`src/rtl/video_timing_gen.sv`:
```
// Raster timing generator and pixel output stage (pixel clock domain).
// Stage 0 holds the h/v raster counters and decodes fetch/strobe outputs from them.
// Stage 1 delays sync/active by one cycle while the pixel source returns RGB.
// Stage 2 registers the VGA-style outputs, all mutually aligned.
module video_timing_gen #(
  parameter int H_ACTIVE  = 640,
  parameter int H_FP      = 16,
  parameter int H_SYNC    = 96,
  parameter int H_BP      = 48,
  parameter int V_ACTIVE  = 480,
  parameter int V_FP      = 10,
  parameter int V_SYNC    = 2,
  parameter int V_BP      = 33,
  parameter bit HSYNC_POL = 1'b0,
  parameter bit VSYNC_POL = 1'b0,
  localparam int H_TOTAL  = H_ACTIVE + H_FP + H_SYNC + H_BP,
  localparam int V_TOTAL  = V_ACTIVE + V_FP + V_SYNC + V_BP,
  localparam int HW       = $clog2(H_TOTAL),
  localparam int VW       = $clog2(V_TOTAL)
) (
  input  logic          clk_pixel,
  input  logic          reset_i,
  output logic          pix_req_o,
  output logic [HW-1:0] x_o,
  output logic [VW-1:0] y_o,
  input  logic [23:0]   rgb_i,
  output logic          frame_start_o,
  output logic          line_start_o,
  output logic          vblank_o,
  output logic          vga_hsync_o,
  output logic          vga_vsync_o,
  output logic          vga_blank_o,
  output logic [7:0]    vga_r_o,
  output logic [7:0]    vga_g_o,
  output logic [7:0]    vga_b_o
);

  // Region boundaries carry one spare bit so an end boundary equal to the
  // total (zero back porch with a power-of-two total) still fits.
  localparam logic [HW:0] H_LAST     = (HW+1)'(H_TOTAL - 1);
  localparam logic [HW:0] H_ACT_END  = (HW+1)'(H_ACTIVE);
  localparam logic [HW:0] HS_START   = (HW+1)'(H_ACTIVE + H_FP);
  localparam logic [HW:0] HS_END     = (HW+1)'(H_ACTIVE + H_FP + H_SYNC);
  localparam logic [VW:0] V_LAST     = (VW+1)'(V_TOTAL - 1);
  localparam logic [VW:0] V_ACT_END  = (VW+1)'(V_ACTIVE);
  localparam logic [VW:0] VS_START   = (VW+1)'(V_ACTIVE + V_FP);
  localparam logic [VW:0] VS_END     = (VW+1)'(V_ACTIVE + V_FP + V_SYNC);

  logic [HW-1:0] h;
  logic [VW-1:0] v;
  logic [HW:0]   h_ext;
  logic [VW:0]   v_ext;
  logic          h_last;
  logic          v_last;
  logic          h_active;
  logic          v_active;
  logic          active;
  logic          hsync;
  logic          vsync;

  logic          hsync_p1;
  logic          vsync_p1;
  logic          active_p1;

  // Stage 0: raster counters; v advances only on the h wrap.
  always_ff @(posedge clk_pixel) begin
    if (reset_i) begin
      h <= '0;
      v <= '0;
    end else if (h_last) begin
      h <= '0;
      v <= v_last ? '0 : v + 1'b1;
    end else begin
      h <= h + 1'b1;
    end
  end

  // Stage 0 decode: region flags and the unconditionally valid fetch/strobe outputs.
  always_comb begin
    h_ext    = {1'b0, h};
    v_ext    = {1'b0, v};
    h_last   = (h_ext == H_LAST);
    v_last   = (v_ext == V_LAST);
    h_active = (h_ext < H_ACT_END);
    v_active = (v_ext < V_ACT_END);
    active   = h_active & v_active;
    hsync    = (h_ext >= HS_START) && (h_ext < HS_END);
    // vsync is a pure function of v, so it can only change where h wraps to 0.
    vsync    = (v_ext >= VS_START) && (v_ext < VS_END);

    x_o           = h;
    y_o           = v;
    vblank_o      = ~v_active;
    // Strobes are held off during reset so the restart pulse is the first one seen.
    pix_req_o     = active & ~reset_i;
    frame_start_o = (h == '0) && (v == '0) && ~reset_i;
    line_start_o  = (h == '0) && v_active && ~reset_i;
  end

  // Stage 1: delay sync/active one cycle while the pixel source answers the request.
  always_ff @(posedge clk_pixel) begin
    if (reset_i) begin
      hsync_p1  <= 1'b0;
      vsync_p1  <= 1'b0;
      active_p1 <= 1'b0;
    end else begin
      hsync_p1  <= hsync;
      vsync_p1  <= vsync;
      active_p1 <= active;
    end
  end

  // Stage 2: output registers; polarity applied here, RGB forced to black outside active.
  always_ff @(posedge clk_pixel) begin
    if (reset_i) begin
      vga_hsync_o <= ~HSYNC_POL;
      vga_vsync_o <= ~VSYNC_POL;
      vga_blank_o <= 1'b1;
      vga_r_o     <= '0;
      vga_g_o     <= '0;
      vga_b_o     <= '0;
    end else begin
      vga_hsync_o <= hsync_p1 ~^ HSYNC_POL;
      vga_vsync_o <= vsync_p1 ~^ VSYNC_POL;
      vga_blank_o <= ~active_p1;
      {vga_r_o, vga_g_o, vga_b_o} <= active_p1 ? rgb_i : 24'h0;
    end
  end

endmodule

```
`config.mk`:
```
export PLATFORM = sky130hd
export DESIGN_NAME = video_timing_gen
export DESIGN_NICKNAME = d
export VERILOG_FILES = /design/src/rtl/video_timing_gen.sv
export SDC_FILE = /design/constraint.sdc
export NUM_CORES = 1
export LEC_CHECK = 0
export CORE_ASPECT_RATIO = 1.1
export CORE_MARGIN = 5
export CORE_UTILIZATION = 42
export DETAILED_ROUTE_END_ITERATION = 8
export HOLD_SLACK_MARGIN = 0.15
export PLACE_DENSITY = 0.91
export SLEW_MARGIN = 10
export SYNTH_ARGS = -nofsm -noshare
export SYNTH_HDL_FRONTEND = slang
export SYNTH_SLANG_ARGS = --single-unit
```
`constraint.sdc`:
```
create_clock -name clk_pixel -period 2.2 [get_ports clk_pixel]
set_input_delay 0.22 -clock clk_pixel [delete_from_list [all_inputs] [get_ports clk_pixel]]
set_output_delay 0.22 -clock clk_pixel [all_outputs]
set_load 0.02 [all_outputs]
```
# Word level (Yosys, flattened, before mapping)
# Cells that the tools add are included.
[classes]
n_addsub = 2
order_cmp = 6
eq_ne = 2
mux = 1
n_bitwise = 7
reduce_logical = 10
[ops]
columns = ["cell", "count"]
rows = [
  ["$add 10x1->10 const B", 2],
  ["$eq 10x10->1 const B", 2],
  ["$logic_not 10->1", 2],
  ["$lt 10x10->1 const B", 2],
  ["$lt 10x9->1 const B", 2],
  ["$ge 10x10->1 const B", 1],
  ["$ge 10x9->1 const B", 1],
  ["$mux 10", 1],
  ["$logic_and 1x1->1", 6],
  ["$not 1->1", 5],
  ["$reduce_or 2->1", 2],
  ["$and 1x1->1", 2],
]
[word_totals]
regBits = 50
wordCells = 39

# Depth between registers and ports, before layout
# Gate-level depths: netlist of run 1.
[logic_depth]
ltp_word = 3
ltp_mapped = 6
depth_no_buf = 6

# Worst setup path before layout of run 1
# Ideal clock, no wire load.
[synth_timing]
path_type = "reg-to-output"
start = "reg h[5], in the netlist x_o[5]"
end = "out frame_start_o"
t_arrival_ns = 1.680
t_required_ns = 1.980
slack_ns = 0.300
stages_incl_launch_ff = 5
path_buffers = 1
path_cell_list = "dfxtp_1 -> buf_6 -> nor3_4 -> nand4b_1 -> nor4_1"
[synth_via]
elab_chain_cells = 3
[synth_rtl]
columns = ["item", "line_no", "source"]
rows = [
  ["start, declared", "49", "logic [HW-1:0] h;"],
  ["start signal, assigned", "74", "h <= h + 1'b1;"],
  ["$logic_not 10->1", "96", "frame_start_o = (h == '0) && (v == '0) && ~reset_i;"],
  ["$logic_and 1x1->1 (2 in series)", "96", ""],
  ["end, declared", "27", "output logic frame_start_o,"],
]
# No other way between the ends.

# Worst setup path after layout of run 1
[layout_timing]
start = "reg v[5], in the netlist y_o[5]"
end = "out vblank_o"
[layout_via]
elab_chain_cells = 2
[layout_rtl]
columns = ["item", "line_no", "source"]
rows = [
  ["start, declared", "50", "logic [VW-1:0] v;"],
  ["start signal, assigned", "72", "v <= v_last ? '0 : v + 1'b1;"],
  ["$lt 10x9->1", "85", "v_active = (v_ext < V_ACT_END);"],
  ["$not 1->1", "93", "vblank_o = ~v_active;"],
  ["end, declared", "29", "output logic vblank_o,"],
]
# No other way between the ends.

==> metrics.md, run 1 <==
| Metric | Value |
|---|---|
| CTS tree | `done` |
| Starting DRT DRC Count | `103` |
| # rows | `25` |
| Synth area leaders | `dfxtp_1 (54%), and2_1 (8.5%), xor2_1 (3.3%)` |
| DRT antenna net count | `0` |
| Syn_nets | `214` |
| Worst hold margin | `approximately 0.38 ns` |
| Area Growth Syn to Fin | `53.3%` |
| Pwr dens | `just over 600 mW/mm^2` |
| First-pass GRT wire length | `7140 um` |
| Number of distinct library cells after synthesis | `31` |
| Vias in the first global route | `1502` |
| Worst EP arrival | `~1.9 ns` |
| Synthesized instance count | `roughly 180` |
| Setup TNS | `0 ns` |
| Min Tclk post-route | `2.09 ns` |
| RD Place Congestion | `roughly 0.88` |
| Final Cycle Share | `0.949` |
| Antenna Diode Count | `0` |
| CTS Sinks | `50` |
| Yosys reg bits | `50` |
| WL/cell | `13.6 um` |
| Crit. End Element | `primary output` |
| Die W | `~73 um` |
| I/O pins | `between 70 and 80` |
| Most common cell after layout, fill and taps aside | `clkdlybuf4s50_1` |
| Kind of critical path | `flop to primary output` |
| H-tree Lvls | `2` |
| DR pass1 iterations | `4` |
| Sequential area share after synthesis | `0.541` |
| DRC errors left | `0` |
| Leakage | `1.09 nW` |
| Grt met2 use | `0.270` |
| Setup violators final | `0` |
| Post-Syn Area | `0.00185 sq mm` |
| Final total power | `0.00176 W` |
| RSZ-0062 raised after global routing | `no` |
| Mapped Avg Cell Area | `10.1 sq um` |
| Slew headroom | `0.724` |
| Largest net degree at the start of global routing | `26` |
| Nets@finish | `303` |
| Met3 Usage GRT | `0.0441` |
| Hold Crit Class | `flop to flop` |
| Skew-Pair Late Insertion Delay | `~0.30 ns` |
| Ys Warns | `0` |
| Overflow after GRT | `0` |
| Synth top area share | `0.541` |
| Layout Utilization | `0.662` |
| DP Wirelength | `roughly 3400 um` |
| CTS max path bufs | `2` |
| Die area | `0.00583 sq mm` |
| Critical Path RT | `around 2 ns` |
| Share of cells above drive strength 1 | `0.0876` |
| Filler cells | `340` |
| Most frequent cells in the layout | `clkdlybuf4s50_1 (73), dfxtp_1 (50), and2_1 (25)` |
| Final Hold Fails | `0` |
| Initial antenna violation count | `0` |
| Setup Skew | `0.00666 ns` |
| Via count | `1576` |
| Total wire length | `4450 um` |
| Startpoint Class | `flop` |
| Vias per cell | `4.80` |
| Area leader, netlist | `dfxtp_1` |
| CTS Buf Count | `5` |
| Die height | `79.6 um` |
| Crit Path Max Fanout | `7` |
| Busiest grt layer | `met2` |
| Total GRT Usage | `0.158` |
| Starting Density | `0.432` |
| Reg clk slew, reported paths | `approximately 0.090 ns` |
| Slew @ Worst Pin | `0.414 ns` |
| # hold bufs at CTS | `0` |
| Root Buffer | `clkbuf_8` |
| Status | `finished clean` |
| Peak supply drop | `0.000490 V` |
| Setup bufs post-CTS | `0` |
| Buffers on Ports | `76` |
| Pins Over Slew Limit | `0` |
| Core area | `0.00429 sq mm` |
| Met1 track demand over resource | `0.188` |
| Max-Cap Viols | `0` |
| FMAX | `479 MHz` |
## area by class of cell
type                    count  area, sq um  area share
clock inverters             2         37.5      0.0132
inverters                   6         22.5     0.00794
flip-flops and latches     50         1000       0.353
well taps                  54         67.6      0.0238
repair buffers             87          843       0.297
clock buffers               6         72.6      0.0256
multi-input cells         123          793       0.280
## registers in the layout, summed over array words and instances (netlist names)
register     cells
y_o             10
vga_g_o          8
vga_blank_o      1
active_p1        1
vga_vsync_o      1
vga_hsync_o      1
x_o             10
vga_r_o          8
vga_b_o          8
hsync_p1         1
vsync_p1         1
## through the flow
step / setup slack, ns / std cells / area (sq um)
2_1_floorplan: 0.300 / 184 / 1850
3_3_place_gp: 0.0785 / 320 / 2730
3_5_place_dp: 0.113 / 320 / 2730
4_1_cts: 0.0696 / 328 / 2840
5_1_grt: 0.0279 / 328 / 2840
6_report: 0.111 / 328 / 2840
## power breakdown
group / switching [W] / internal, W
Sequential: 0.00000965 / 0.000928
Clock: 0.000294 / 0.000339
Combinational: 0.0000803 / 0.000105
Total: 0.000384 / 0.00137
## cells by family after synthesis
| family | share of synthesized area |
|---|---|
| AND/OR/NAND/NOR | 0.306 |
| flip-flops | 0.541 |
| AO/OA/AOI/OAI | 0.0392 |
| XOR/XNOR | 0.0568 |
| buffers and inverters | 0.0304 |
| adder cells (fa/ha/maj) | 0.0270 |
## cells in the mapped netlist, drive strengths merged
| master | n |
|---|---|
| and3 | 4 |
| nor4 | 5 |
| and4 | 2 |
| nand3b | 1 |
| xor2 | 7 |
| nor4b | 2 |
| buf | 2 |
| nor3 | 5 |
| o21bai | 1 |
| ha | 4 |
| or3 | 5 |
| clkbuf | 3 |
| and2 | 25 |
| o31ai | 1 |
| inv | 6 |
| xnor2 | 5 |
| nor2b | 2 |
| nand4 | 6 |
| nand4b | 1 |
| or4 | 1 |
| nand2b | 4 |
| a21oi | 6 |
| o21ai | 4 |
| nor2 | 15 |
| dfxtp | 50 |
| nand2 | 8 |
| nand3 | 9 |
## critical path, stage by stage, from the launching register on
cell and delay, ns:
dfxtp_1 0.46, nand4_1 0.22, nand2b_1 0.25, clkdlybuf4s50_1 0.64
## layer usage
layer	vias up	part of all wire
met2	56	0.53
met5	-	0
li1	796	-
met4	0	0.013
met3	6	0.071
met1	718	0.39
## worst paths after layout
check	startpoint	endpoint	depth (start not counted)	slack (ns)
min reg2reg	hsync_p1	vga_hsync_o	1	0.38
min	hsync_p1	vga_hsync_o	1	0.38
max	y_o[5]	vblank_o	3	0.11
max reg2reg	x_o[0]	y_o[5]	5	0.27
## timing repair
action | CTS | global route
cloned | 0 | 0
setup endpoints to repair | 2 | 1
resized for setup | 2 | 1
Power figures use the tool's default switching activity.
==> run 2: changes to the inputs <==
Clock period 2.2 ns to 2.35 ns, I/O delays scaled along.
==> run 2 against run 1 <==
Effect of this change:
- clock power fell by 4.9%
- flip-flop and latch count did not move
- worst setup slack better by 0.029 ns
- wire length grew 0.72%
- global-route usage up 0.66 points
- sequential power is 6.2% lower
==> metrics.md, run 2 (synthesis gave the netlist of run 1 again) <==
| Metric | Value |
|---|---|
| Status | `finished clean` |
| FF-to-FF setup slack | `0.41 ns (+0.14 ns)` |
| Combinational Power Share | `0.104 (about the same)` |
| Most frequent cells in the layout | `clkdlybuf4s50_1 (74), dfxtp_1 (50), and2_1 (25)` |
| CTS tree | `done` |
| Die height | `79.6 um (unchanged)` |
| Clk pwr share | `0.364 (+0.004)` |
| Overflow after GRT | `0 (unchanged)` |
| Share of cells above drive strength 1 | `0.0639 (-0.0237)` |
| Die area | `0.00583 sq mm (unchanged)` |
| Crit. End Element | `primary output` |
| Reg clk slew, reported paths | `0.08 ns (about the same)` |
| Layout Utilization | `0.651 (-0.0114)` |
| Setup ws final | `0.141 ns (+0.0293 ns)` |
| Pwr dens | `593 mW/mm^2 (-4.2%)` |
| Pins Over Slew Limit | `0 (unchanged)` |
| Worst setup path endpoint | `line_start_o` |
| H-tree Lvls | `2 (unchanged)` |
| Setup Skew | `0.00945 ns (+0.00279 ns)` |
| First-pass GRT wire length | `7480 um (+4.7%)` |
| Initial antenna violation count | `0 (unchanged)` |
| Vias per cell | `4.93 (+2.5%)` |
| Total GRT Usage | `0.164 (+0.00656)` |
| Worst EP arrival | `1.97 ns (+0.10 ns)` |
| Reg2Reg Depth | `5 (unchanged)` |
| Total wire length | `4480 um (+0.72%)` |
| Kind of critical path | `flop to primary output` |
| Final Cycle Share | `0.940` |
| Most common cell after layout, fill and taps aside | `clkdlybuf4s50_1` |
| Crit Path Max Fanout | `6 (-1)` |
| DR pass1 iterations | `4 (unchanged)` |
| RSZ-0062 raised after global routing | `no` |
| DRT antenna net count | `0 (unchanged)` |
| Leakage | `1.05 nW (-3.5%)` |
| Critical Path RT | `2.12 ns (+0.14 ns)` |
| Min Tclk post-route | `2.21 ns` |
| DRC errors left | `0 (unchanged)` |
| Reg2reg end | `y_o[0]` |
| Worst Hold Depth | `1 (unchanged)` |
| DP Wirelength | `3470 um (+1.1%)` |
| CTS Buf Count | `5 (unchanged)` |
| Largest net degree at the start of global routing | `26 (unchanged)` |
| Setup violators final | `0 (unchanged)` |
| Critical path's largest stage delay | `0.65 ns (about the same)` |
| Area Growth Syn to Fin | `50.7%` |
| I/O pins | `77 (unchanged)` |
| Via count | `1576 (unchanged)` |
| Starting DRT DRC Count | `56 (-46%)` |
| Startpoint Class | `flop` |
| Slew headroom | `0.712 (-0.0120)` |
| Starting Density | `0.432 (unchanged)` |
| Hold_sp | `hsync_p1` |
| Skew-Pair Late Insertion Delay | `0.30 ns (about the same)` |
| Flop pwr share | `0.532 (-0.002)` |
| Setup WS pre-CTS | `0.177 ns (+0.0644 ns)` |
| CTS Sinks | `50 (unchanged)` |
| Crit path launch | `x_o[3]` |
| Slew @ Worst Pin | `0.432 ns (+0.0181 ns)` |
| Buffers on Ports | `76 (unchanged)` |
| Peak supply drop | `0.000429 V (-12%)` |
| Vias in the first global route | `1595 (+6.2%)` |
| Antenna Diode Count | `0 (unchanged)` |
| Worst-path cell chain | `nor4_1, nand4b_1, nor3_1, clkdlybuf4s50_1` |
| Setup TNS | `0 ns (unchanged)` |
| Max-Cap Viols | `0 (unchanged)` |
| Final Hold Fails | `0 (unchanged)` |
| Switching pwr | `0.000346 W (-9.7%)` |
| Cell internal pwr | `0.00131 W (-4.8%)` |
| Die W | `73.3 um (unchanged)` |
| # rows | `25 (unchanged)` |
| Worst path slowest cell | `clkdlybuf4s50_1` |
| FMAX | `453 MHz` |
| Critical R2R Launch | `x_o[0]` |
| Sw frac | `0.210 (-0.00889)` |
| Setup bufs post-CTS | `0 (unchanged)` |
| Core area | `0.00429 sq mm (unchanged)` |
| # hold bufs at CTS | `0 (unchanged)` |
| RD Place Congestion | `0.858 (-1.9%)` |
| Nets@finish | `296 (-2.3%)` |
| CTS max path bufs | `2 (unchanged)` |
| Root Buffer | `clkbuf_8` |
| Hold Crit Class | `flop to flop` |
| WL/cell | `14.0 um (+3.2%)` |
[run 2: cell count changes in the layout (fill, tap and decap cells not counted), sizes merged]
cell / delta
buf: -7
clkdlybuf4s50: +1
clkinvlp: -1
dlygate4sd2: -1
[run 2: final cells by class]
cell class | instances | area [sq um]
inverter | 6 | 22.5
tap | 54 | 67.6
sequential | 50 | 1000
clock buffer | 6 | 82.6
multi-input combinational | 123 | 793
fill | 358 | 1500
timing repair buffer | 80 | 792
clock inverter | 1 | 30.0
[run 2: what timing repair did]
item,4_1_cts,5_1_grt
gates cloned,0,0
resized for setup,1,1
setup endpoints to repair,1,1
[run 2: power groups by stage]
stage               clock network [W]  logic [W]  registers, W
floorplan                           0  0.0000424      0.000927
global placement                    0   0.000171      0.000899
detailed placement                  0   0.000175      0.000901
CTS                          0.000627   0.000175      0.000881
global route                 0.000660   0.000185      0.000884
finish                       0.000602   0.000171      0.000880
[run 2: routing by layer]
metal	routed length, um	GRT usage	up-vias
met2	2420	0.295	51
met1	1720	0.183	739
met5	0	0	-
met3	274	0.0390	4
li1	-	-	782
met4	63	0.0652	0
[run 2: how the worst min path moves through the flow]
| stage | slack (ns) | end |
|---|---|---|
| global placement | 0.36 | vga_hsync_o |
| floorplan | 0.36 | vga_hsync_o |
| global route | 0.41 | vga_vsync_o |
| detailed placement | 0.37 | vga_hsync_o |
| finish | 0.39 | vga_hsync_o |
| CTS | 0.40 | vga_hsync_o |
[run 2: metrics by stage]
stage	power, W	instances	cell area [sq um]	hold WS, ns
2_1_floorplan	0.000969	184	1850	0.356
3_3_place_gp	0.00107	313	2680	0.362
3_5_place_dp	0.00108	313	2680	0.367
4_1_cts	0.00168	320	2790	0.396
5_1_grt	0.00173	320	2790	0.408
6_report	0.00165	320	2790	0.385
[run 2: worst max-delay path: cells and delay by family, from the launching register on]
kind | cells | cell delay [ns]
buf+inv | 1 | 0.65
flops | 1 | 0.37
simple gates | 3 | 0.67
==> run 3: changes to the inputs <==
Settings changed: CTS_BUF_LIST set to sky130_fd_sc_hd__clkbuf_8 sky130_fd_sc_hd__clkbuf_16, SLEW_MARGIN 10 to 20.
==> results of run 3 <==
Same layout as run 2: the final DEF is identical, and so are final timing and power.
